==> config.mk <==
export PLATFORM = sky130hd
export DESIGN_NAME = rr_arbiter_8
export DESIGN_NICKNAME = d
export VERILOG_FILES = /design/src/rtl/rr_arb_pkg.sv /design/src/rtl/pri_encoder_83.sv /design/src/rtl/rr_pick8.sv /design/src/rtl/rr_arbiter_8.sv
export SDC_FILE = /design/constraint.sdc
export NUM_CORES = 1
export LEC_CHECK = 0
export BUFFER_PORTS_ARGS = -buffer_cell sky130_fd_sc_hd__buf_2
export CORE_ASPECT_RATIO = 2
export CORE_MARGIN = 2
export CORE_UTILIZATION = 38
export CTS_CLUSTER_DIAMETER = 200
export DETAILED_ROUTE_END_ITERATION = 10
export PLACE_DENSITY = 0.6
export SYNTH_ARGS = -nofsm -noshare
export SYNTH_HDL_FRONTEND = slang
export SYNTH_HIERARCHICAL = 1
export SYNTH_SLANG_ARGS = --single-unit
==> constraint.sdc <==
create_clock -name clk -period 3.55 [get_ports clk]
set_input_delay 0.71 -clock clk [delete_from_list [all_inputs] [get_ports clk]]
set_output_delay 0.71 -clock clk [all_outputs]
set_load 0.02 [all_outputs]
==> src/rtl/rr_arb_pkg.sv <==
// rtl/rr_arb_pkg.sv - shared constants and state encoding for the 8-way round-robin arbiter
package rr_arb_pkg;
  localparam int N_REQ = 8;
  localparam int ID_W  = 3;
  localparam logic [ID_W-1:0] PTR_RST = 3'd7;

  typedef enum logic {
    ST_IDLE  = 1'b0,
    ST_GRANT = 1'b1
  } arb_state_t;
endpackage

==> src/rtl/pri_encoder_83.sv <==
// rtl/pri_encoder_83.sv - 8:3 priority encoder, bit 7 has highest priority
module pri_encoder_83 (
  input  logic [7:0] d,
  output logic [2:0] y,
  output logic       valid
);
  always_comb begin
    y     = '0;
    valid = |d;
    for (int i = 0; i < 8; i++) begin
      if (d[i]) y = 3'(i);
    end
  end
endmodule

==> src/rtl/rr_pick8.sv <==
// rtl/rr_pick8.sv - picks the first requester after ptr, wrapping, using the 8:3 encoder
import rr_arb_pkg::*;

module rr_pick8 (
  input  logic [N_REQ-1:0] req,
  input  logic [ID_W-1:0]  ptr,
  output logic [ID_W-1:0]  winner,
  output logic             any
);
  logic [ID_W-1:0]  shift;
  logic [N_REQ-1:0] rot;
  logic [N_REQ-1:0] rev;
  logic [ID_W-1:0]  enc_y;

  assign shift = ptr + 3'd1;

  // rot[0] is the requester just after ptr; reversing puts it on the encoder's top bit
  always_comb begin
    rot = '0;
    rev = '0;
    for (int i = 0; i < N_REQ; i++) begin
      rot[i] = req[3'(i) + shift];
    end
    for (int i = 0; i < N_REQ; i++) begin
      rev[i] = rot[N_REQ-1-i];
    end
  end

  pri_encoder_83 u_enc (
    .d     (rev),
    .y     (enc_y),
    .valid (any)
  );

  assign winner = (3'd7 - enc_y) + shift;
endmodule

==> src/rtl/rr_arbiter_8.sv <==
// rtl/rr_arbiter_8.sv - round-robin arbiter with grant hold, hold-time limit and turnaround gap
import rr_arb_pkg::*;

module rr_arbiter_8 #(
  parameter int unsigned MAX_HOLD = 16
) (
  input  logic             clk,
  input  logic             rst_n,
  input  logic [N_REQ-1:0] req,
  output logic [N_REQ-1:0] gnt,
  output logic [ID_W-1:0]  gnt_id,
  output logic             gnt_valid,
  output logic             preempt
);
  localparam int HCNT_W = (MAX_HOLD > 1) ? $clog2(MAX_HOLD) : 1;
  localparam logic [HCNT_W-1:0] HOLD_LAST = (MAX_HOLD > 1) ? HCNT_W'(MAX_HOLD - 1) : '0;

  arb_state_t        state_q, state_d;
  logic [ID_W-1:0]   ptr_q, ptr_d;
  logic [HCNT_W-1:0] hcnt_q, hcnt_d;
  logic [N_REQ-1:0]  gnt_d;
  logic [ID_W-1:0]   gnt_id_d;
  logic              gnt_valid_d;
  logic              preempt_d;
  logic [ID_W-1:0]   winner;
  logic              any;
  logic              hold_expired;

  rr_pick8 u_pick (
    .req    (req),
    .ptr    (ptr_q),
    .winner (winner),
    .any    (any)
  );

  assign hold_expired = (MAX_HOLD != 0) && (hcnt_q == HOLD_LAST);

  always_ff @(posedge clk or negedge rst_n) begin
    if (!rst_n) begin
      state_q   <= ST_IDLE;
      ptr_q     <= PTR_RST;
      hcnt_q    <= '0;
      gnt       <= '0;
      gnt_id    <= '0;
      gnt_valid <= 1'b0;
      preempt   <= 1'b0;
    end else begin
      state_q   <= state_d;
      ptr_q     <= ptr_d;
      hcnt_q    <= hcnt_d;
      gnt       <= gnt_d;
      gnt_id    <= gnt_id_d;
      gnt_valid <= gnt_valid_d;
      preempt   <= preempt_d;
    end
  end

  always_comb begin
    state_d     = state_q;
    ptr_d       = ptr_q;
    hcnt_d      = hcnt_q;
    gnt_d       = gnt;
    gnt_id_d    = gnt_id;
    gnt_valid_d = gnt_valid;
    preempt_d   = 1'b0;
    unique case (state_q)
      ST_IDLE: begin
        if (any) begin
          state_d     = ST_GRANT;
          gnt_d       = N_REQ'(1) << winner;
          gnt_id_d    = winner;
          gnt_valid_d = 1'b1;
          hcnt_d      = '0;
        end
      end
      ST_GRANT: begin
        // Any release goes back through IDLE, which gives the one-cycle turnaround gap
        if (!req[gnt_id] || hold_expired) begin
          state_d     = ST_IDLE;
          gnt_d       = '0;
          gnt_id_d    = '0;
          gnt_valid_d = 1'b0;
          ptr_d       = gnt_id;
          preempt_d   = req[gnt_id];
        end else if (MAX_HOLD != 0) begin
          hcnt_d = hcnt_q + 1'b1;
        end
      end
      default: state_d = ST_IDLE;
    endcase
  end
endmodule
# Word level (Yosys, flattened, before mapping)
# Cells that the tools add are included.
# word_totals
input_bits,10
regBits,21
output_inout_bits,13
wordCells,81
# op_classes
n_bitwise,1
mux,42
n_eq_ne,4
n_reduce_logical,6
shift,1
addsub,11
n_lt_le_gt_ge,9
# op_table
operator,n
< comparator 3 x 4 -> 1 bit (second input constant),9
binary-select mux 1 bit (select 3 bit),9
2-to-1 mux 3 bit,8
2-to-1 mux 1 bit,16
2-to-1 mux 8 bit,2
case mux 8 bit (2 select lines),1
adder 3 bit (first input constant),4
2-to-1 mux 4 bit,2
case mux 4 bit (2 select lines),1
OR reduction 8 bit,1
<< shifter 1 x 3 -> 8 bit (first input constant),1
adder 2 x 3 -> 3 bit (first input constant),2
case mux 3 bit (2 select lines),1
AND reduction 2 bit,3
adder 4 x 1 -> 4 bit (second input constant),1
equality test 4 bit (second input constant),1
!= test 2 bit (second input constant),2
case mux 1 bit (2 select lines),2
adder 1 x 3 -> 3 bit (first input constant),1
adder 3 x 1 -> 3 bit (second input constant),1
adder 3 bit,1
subtractor 3 bit (first input constant),1
!= test 2 x 1 -> 1 bit (second input constant),1
zero test 1 bit,1
2 further kinds,2

# Longest topological paths before layout
# logic_depth
ltp_word,16
mapped_depth,18
mapped_depth_nobuf,16

# Hierarchy
# Netlist, hierarchy kept.
# modules_own_cells
module,n_inst,cells_each,area_per_inst_um2
rr_arbiter_8,1,122,1134.8
rr_pick8,1,32,475.5
pri_encoder_83,1,12,66.3

# Worst setup path after synthesis
# OpenSTA, ideal clock, no wires.
# synth_path
kind,reg2reg
startpoint,reg ptr_q[0]
endpoint,reg gnt[5]
path_stages_with_launch,18
arrival_ns,3.747
n_path_buf,2
synth_period_minus_slack_ns,3.824
slack_ns,-0.274
path_cell_list,dfstp_2 buf_6 inv_1 ha_1 buf_6 mux4_1 mux2_2 inv_1 a21oi_1 o31ai_2 inv_1 ha_1 fa_1 xnor2_1 xnor2_1 nor4b_1 a22oi_1 o21ai_1
# synth_between
word_cells_on_any_way,39
classes_between,add/sub: 10; eq/ne: 1; shift: 1; mux: 25; reduce/logical: 2
# synth_rtl
item,line_no,text
from (decl),rr_arbiter_8.sv:19,"logic [ID_W-1:0] ptr_q, ptr_d;"
from (signal assigned),rr_arbiter_8.sv:49,ptr_q <= ptr_d;
adder 3 x 1 -> 3 bit,rr_pick8.sv:15,assign shift = ptr + 3'd1;
adder 3 bit,rr_pick8.sv:22,rot[i] = req[3'(i) + shift];
binary-select mux 1 bit (select 3 bit),rr_pick8.sv:22,
2-to-1 mux 1 bit (implied by the code),rr_pick8.sv:22,
named net u_pick.rev[2],rr_pick8.sv:12,logic [N_REQ-1:0] rev;
2-to-1 mux 3 bit (6 in a row),pri_encoder_83.sv:11,if (d[i]) y = 3'(i);
named net u_pick.enc_y[0],rr_pick8.sv:13,logic [ID_W-1:0] enc_y;
subtractor 3 bit,rr_pick8.sv:35,assign winner = (3'd7 - enc_y) + shift;
adder 3 bit,rr_pick8.sv:35,
named net winner[2],rr_arbiter_8.sv:25,logic [ID_W-1:0] winner;
<< shifter 1 x 3 -> 8 bit,rr_arbiter_8.sv:70,gnt_d = N_REQ'(1) << winner;
2-to-1 mux 8 bit,rr_arbiter_8.sv:68,if (any) begin
case mux 8 bit (2 select lines),rr_arbiter_8.sv:66,unique case (state_q)
to (signal assigned),rr_arbiter_8.sv:51,gnt <= gnt_d;
to (decl),rr_arbiter_8.sv:10,"output logic [N_REQ-1:0] gnt,"
# The timed path passes the listed nets, and every way through them passes these cells. The select of a mux whose other input is x is not followed.
# A chain may end at the register's enable or synchronous reset.

# Worst setup path after layout
# Ends and elaborated chain as after synthesis.

==> impl_summary.txt <==
----------------------------------------------------
[STA]
  Final setup violation count ... 7
  Final Critical Period ... 3.63 ns
  Post-route clock skew ... 0.00719 ns
  Rel. slew slack ... 67.2%
  Highest attainable clock frequency ... 276 MHz
  Share of the clock period used by the worst path ... 102%
  Count of pins over their slew limit ... 0
  Hold Violations, Final ... 0
  Minimum setup slack in the final design ... -0.0766 ns
  Total negative slack ... -0.386 ns
  Unrepaired setup endpoints after global routing ... true
  Worst-margin pin slew ... 0.492 ns

[GRT]
  Global-route met3 utilization ... 1.07%
  Number of global-route vias before repair ... 1,482
  Largest net degree at the start of global routing ... 30
  Initial antenna violation count ... 0
  Global route total overflow ... 0
  Global routing usage on met2 ... 38.8%
  First-pass GRT wire length ... 7300 um
  GR Util met1 ... 19.9%
  Most congested layer reported by global routing ... met2
  Global-route usage over all layers ... 19.2%

[CTS]
  Buffer levels on the longest clock path ... 2
  Post-CTS Hold Buffers ... 0
  Register clock-pin slew on the reported worst setup and hold paths ... 0.08 ns
  Number of buffers inserted during clock tree synthesis ... 3
  Cell at the root of the clock tree ... sky130_fd_sc_hd__clkbuf_8
  H-tree level count ... 1
  Clock tree from TritonCTS ... built
  Skew-Pair Late Insertion Delay ... 0.26 ns
  Number of clock sinks seen by CTS ... 21

[Synth]
  Dominant register cell in the synthesized netlist ... sky130_fd_sc_hd__dfrtp_1
  Number of warnings printed during yosys synthesis ... 6
  Sequential cell area fraction in the yosys report ... 31.6%
  Mean Syn Cell Area ... 10.1 um2
  Fraction of registers with async set/reset ... 100%
  Synth top area cells ... sky130_fd_sc_hd__dfrtp_1, sky130_fd_sc_hd__mux4_1, sky130_fd_sc_hd__mux2_2
  Post-synthesis register bit count ... 21
  Ranking of synthesized cells by instance count ... sky130_fd_sc_hd__dfrtp_1, sky130_fd_sc_hd__nand2_1, sky130_fd_sc_hd__inv_1
  Cell accounting for the most synthesized area ... sky130_fd_sc_hd__dfrtp_1
  Number of enable flip-flop cells after synthesis ... 0
  Synth Instances ... 166
  Synthesized Nets ... 181
  Post-synthesis instance area ... 1680 um2
  Synth cell types ... 43
  Area share of the largest cell type after synthesis ... 26.9%

[Floorplanning]
  DIE WIDTH ... 51.0 um
  Number of ports placed on the die boundary ... 23
  Area of the core ... 4300 um2
  Die footprint ... 4990 um2
  Starting Density ... 39.0%
  Number of rows in the core area ... 34
  Vertical die dimension ... 97.9 um

[Final layout]
  Sequential standard cell area ... 529 um2
  Layout cells sized above 1 ... 35.4%
  Filler Cells Inserted ... 426
  Multi-input logic area ... 1100 um2
  Layout net count ... 211
  Area growth from synthesis to layout ... 19.1%
  Non-Filler Cell Area, Final ... 2000 um2
  Total inserted antenna cells ... 0

[Worst setup path]
  Largest driver fanout on the critical path ... 6
  Critical path endpoint category ... register
  Critical setup path kind ... reg2reg
  Worst endpoint required time ... 3.72 ns
  Arr. time, crit path ... 3.80 ns
  Type of origin of the critical path ... register
  Count of cells along the worst register-to-register path ... 15

[Placed design]
  I/O Buffers ... 22
  Post-detailed-placement half-perimeter wirelength ... 3560 um
  Cell area reported after detailed placement ... 1930 um2
  Final Wtd Congestion ... 0.869

[Detailed routing]
  Final wirelength ... 4460 um
  DR pass1 iterations ... 4
  Drt initial violations ... 28
  Routed length per instance ... 17.9 um
  Number of remaining DRC errors ... 0
  Via count normalized by instance count ... 5.67
  Antenna viol nets, final ... 0
  Via count ... 1,412

[Power and ir drop]
  Standby leakage power ... 0.918 nW
  Total power per unit cell area ... 1090 nW/um2
  Worst VDD drop ... 0.620 mV

[Flow run]
  Maxcap violations ... 0

[Min path]
  Worst hold path type ... in2async

[Run status]
  Violations in the final reports ... negative setup slack
  Result of the run ... finished with violations

----------------------------------------------------
-- area by class of cell --
| type | instances | area share [%] |
|---|---|---|
| Tap cell | 54 | 3.38 |
| Clock buffer | 4 | 2.26 |
| Inverter | 12 | 2.38 |
| Multi-Input combinational cell | 123 | 55.1 |
| Sequential cell | 21 | 26.5 |
| Timing Repair Buffer | 35 | 10.4 |
-- where the power goes --
part	internal [mW]	switching, mW
clock	0.0799	0.0783
combinational	0.769	0.844
sequential	0.317	0.0789
total	1.17	1.00
-- worst paths after layout --
check                           from         to  slack (ns)
max                         ptr_q[0]     gnt[5]       -0.08
min                            rst_n  gnt_id[2]        0.41
max reg2reg                 ptr_q[0]     gnt[5]       -0.08
min reg2reg                gnt_valid  gnt_valid        0.52
max in group asynchronous      rst_n   ptr_q[2]        2.79
min in group clk           gnt_valid  gnt_valid        0.52
-- cell families after synthesis --
| logic type | Yosys count | share of synthesized area (%) |
|---|---|---|
| compound gates | 39 | 16.1 |
| xor+xnor | 5 | 4.48 |
| fa+ha+maj | 5 | 4.18 |
| buf+inv | 22 | 6.42 |
| flops | 21 | 31.6 |
| mux | 24 | 22.7 |
| simple gates | 50 | 14.6 |
-- registers in the layout, summed over array words and instances (netlist names) --
| signal | cells |
|---|---|
| gnt | 8 |
| gnt_id | 3 |
| gnt_valid | 1 |
| hcnt_q | 4 |
| preempt | 1 |
| ptr_q | 3 |
| state_q | 1 |
-- per-layer routing --
| layer | wire length (um) | vias up |
|---|---|---|
| met4 | 61 | 0 |
| met2 | 2680 | 21 |
| met5 | 0 | - |
| met3 | 79 | 4 |
| met1 | 1640 | 706 |
| li1 | - | 681 |
-- layout by cell type (no fill, tap or decap), types with 3 or more instances in the layout --
master                     instances
sky130_fd_sc_hd__buf_2            22
sky130_fd_sc_hd__nand2_1          18
sky130_fd_sc_hd__dfrtp_1          18
sky130_fd_sc_hd__buf_4            13
sky130_fd_sc_hd__nor2_1           10
sky130_fd_sc_hd__inv_1             9
sky130_fd_sc_hd__o22ai_1           9
sky130_fd_sc_hd__mux2i_1           8
sky130_fd_sc_hd__mux2_2            7
sky130_fd_sc_hd__mux4_1            6
sky130_fd_sc_hd__a21oi_1           5
sky130_fd_sc_hd__nand3_1           4
sky130_fd_sc_hd__and3_1            4
sky130_fd_sc_hd__o21ai_1           4
sky130_fd_sc_hd__a31oi_1           4
sky130_fd_sc_hd__nor2b_1           3
sky130_fd_sc_hd__a22oi_2           3
sky130_fd_sc_hd__nor3_1            3
sky130_fd_sc_hd__a21oi_2           3
sky130_fd_sc_hd__clkbuf_8          3
sky130_fd_sc_hd__dfstp_2           3
-- metrics by stage --
step	power (mW)	hold WS, ns	std cells	utilization (%)	setup slack, ns
final	2.17	0.408	249	46.5	-0.0766
after global routing	2.33	0.440	249	46.5	-0.240
after CTS	2.14	0.420	248	46.1	-0.0704
after detailed placement	1.97	0.501	243	44.9	-0.0812
after global placement	1.92	0.504	243	44.9	0.0274
after floorplan	1.63	0.414	166	-	-0.0338
-- worst max-delay path, cell delays in order, from the launching register on --
cell,delay [ns]
sky130_fd_sc_hd__dfstp_2,0.56
sky130_fd_sc_hd__inv_4,0.04
sky130_fd_sc_hd__ha_4,0.30
sky130_fd_sc_hd__mux4_2,0.53
sky130_fd_sc_hd__mux2_4,0.30
sky130_fd_sc_hd__inv_2,0.06
sky130_fd_sc_hd__a21oi_2,0.06
sky130_fd_sc_hd__o31ai_2,0.19
sky130_fd_sc_hd__inv_1,0.07
sky130_fd_sc_hd__ha_2,0.18
sky130_fd_sc_hd__fa_2,0.35
sky130_fd_sc_hd__xnor2_2,0.15
sky130_fd_sc_hd__xnor2_2,0.25
sky130_fd_sc_hd__nor4b_4,0.31
sky130_fd_sc_hd__a22oi_1,0.10
sky130_fd_sc_hd__o21ai_1,0.10
-- timing repair --
item                                    CTS  global route
buffers inserted                          1             1
pin swaps                                 5             0
gates resized for setup                   0             2
endpoints found under the setup margin    8             9
(Power assumes the default switching activity.)
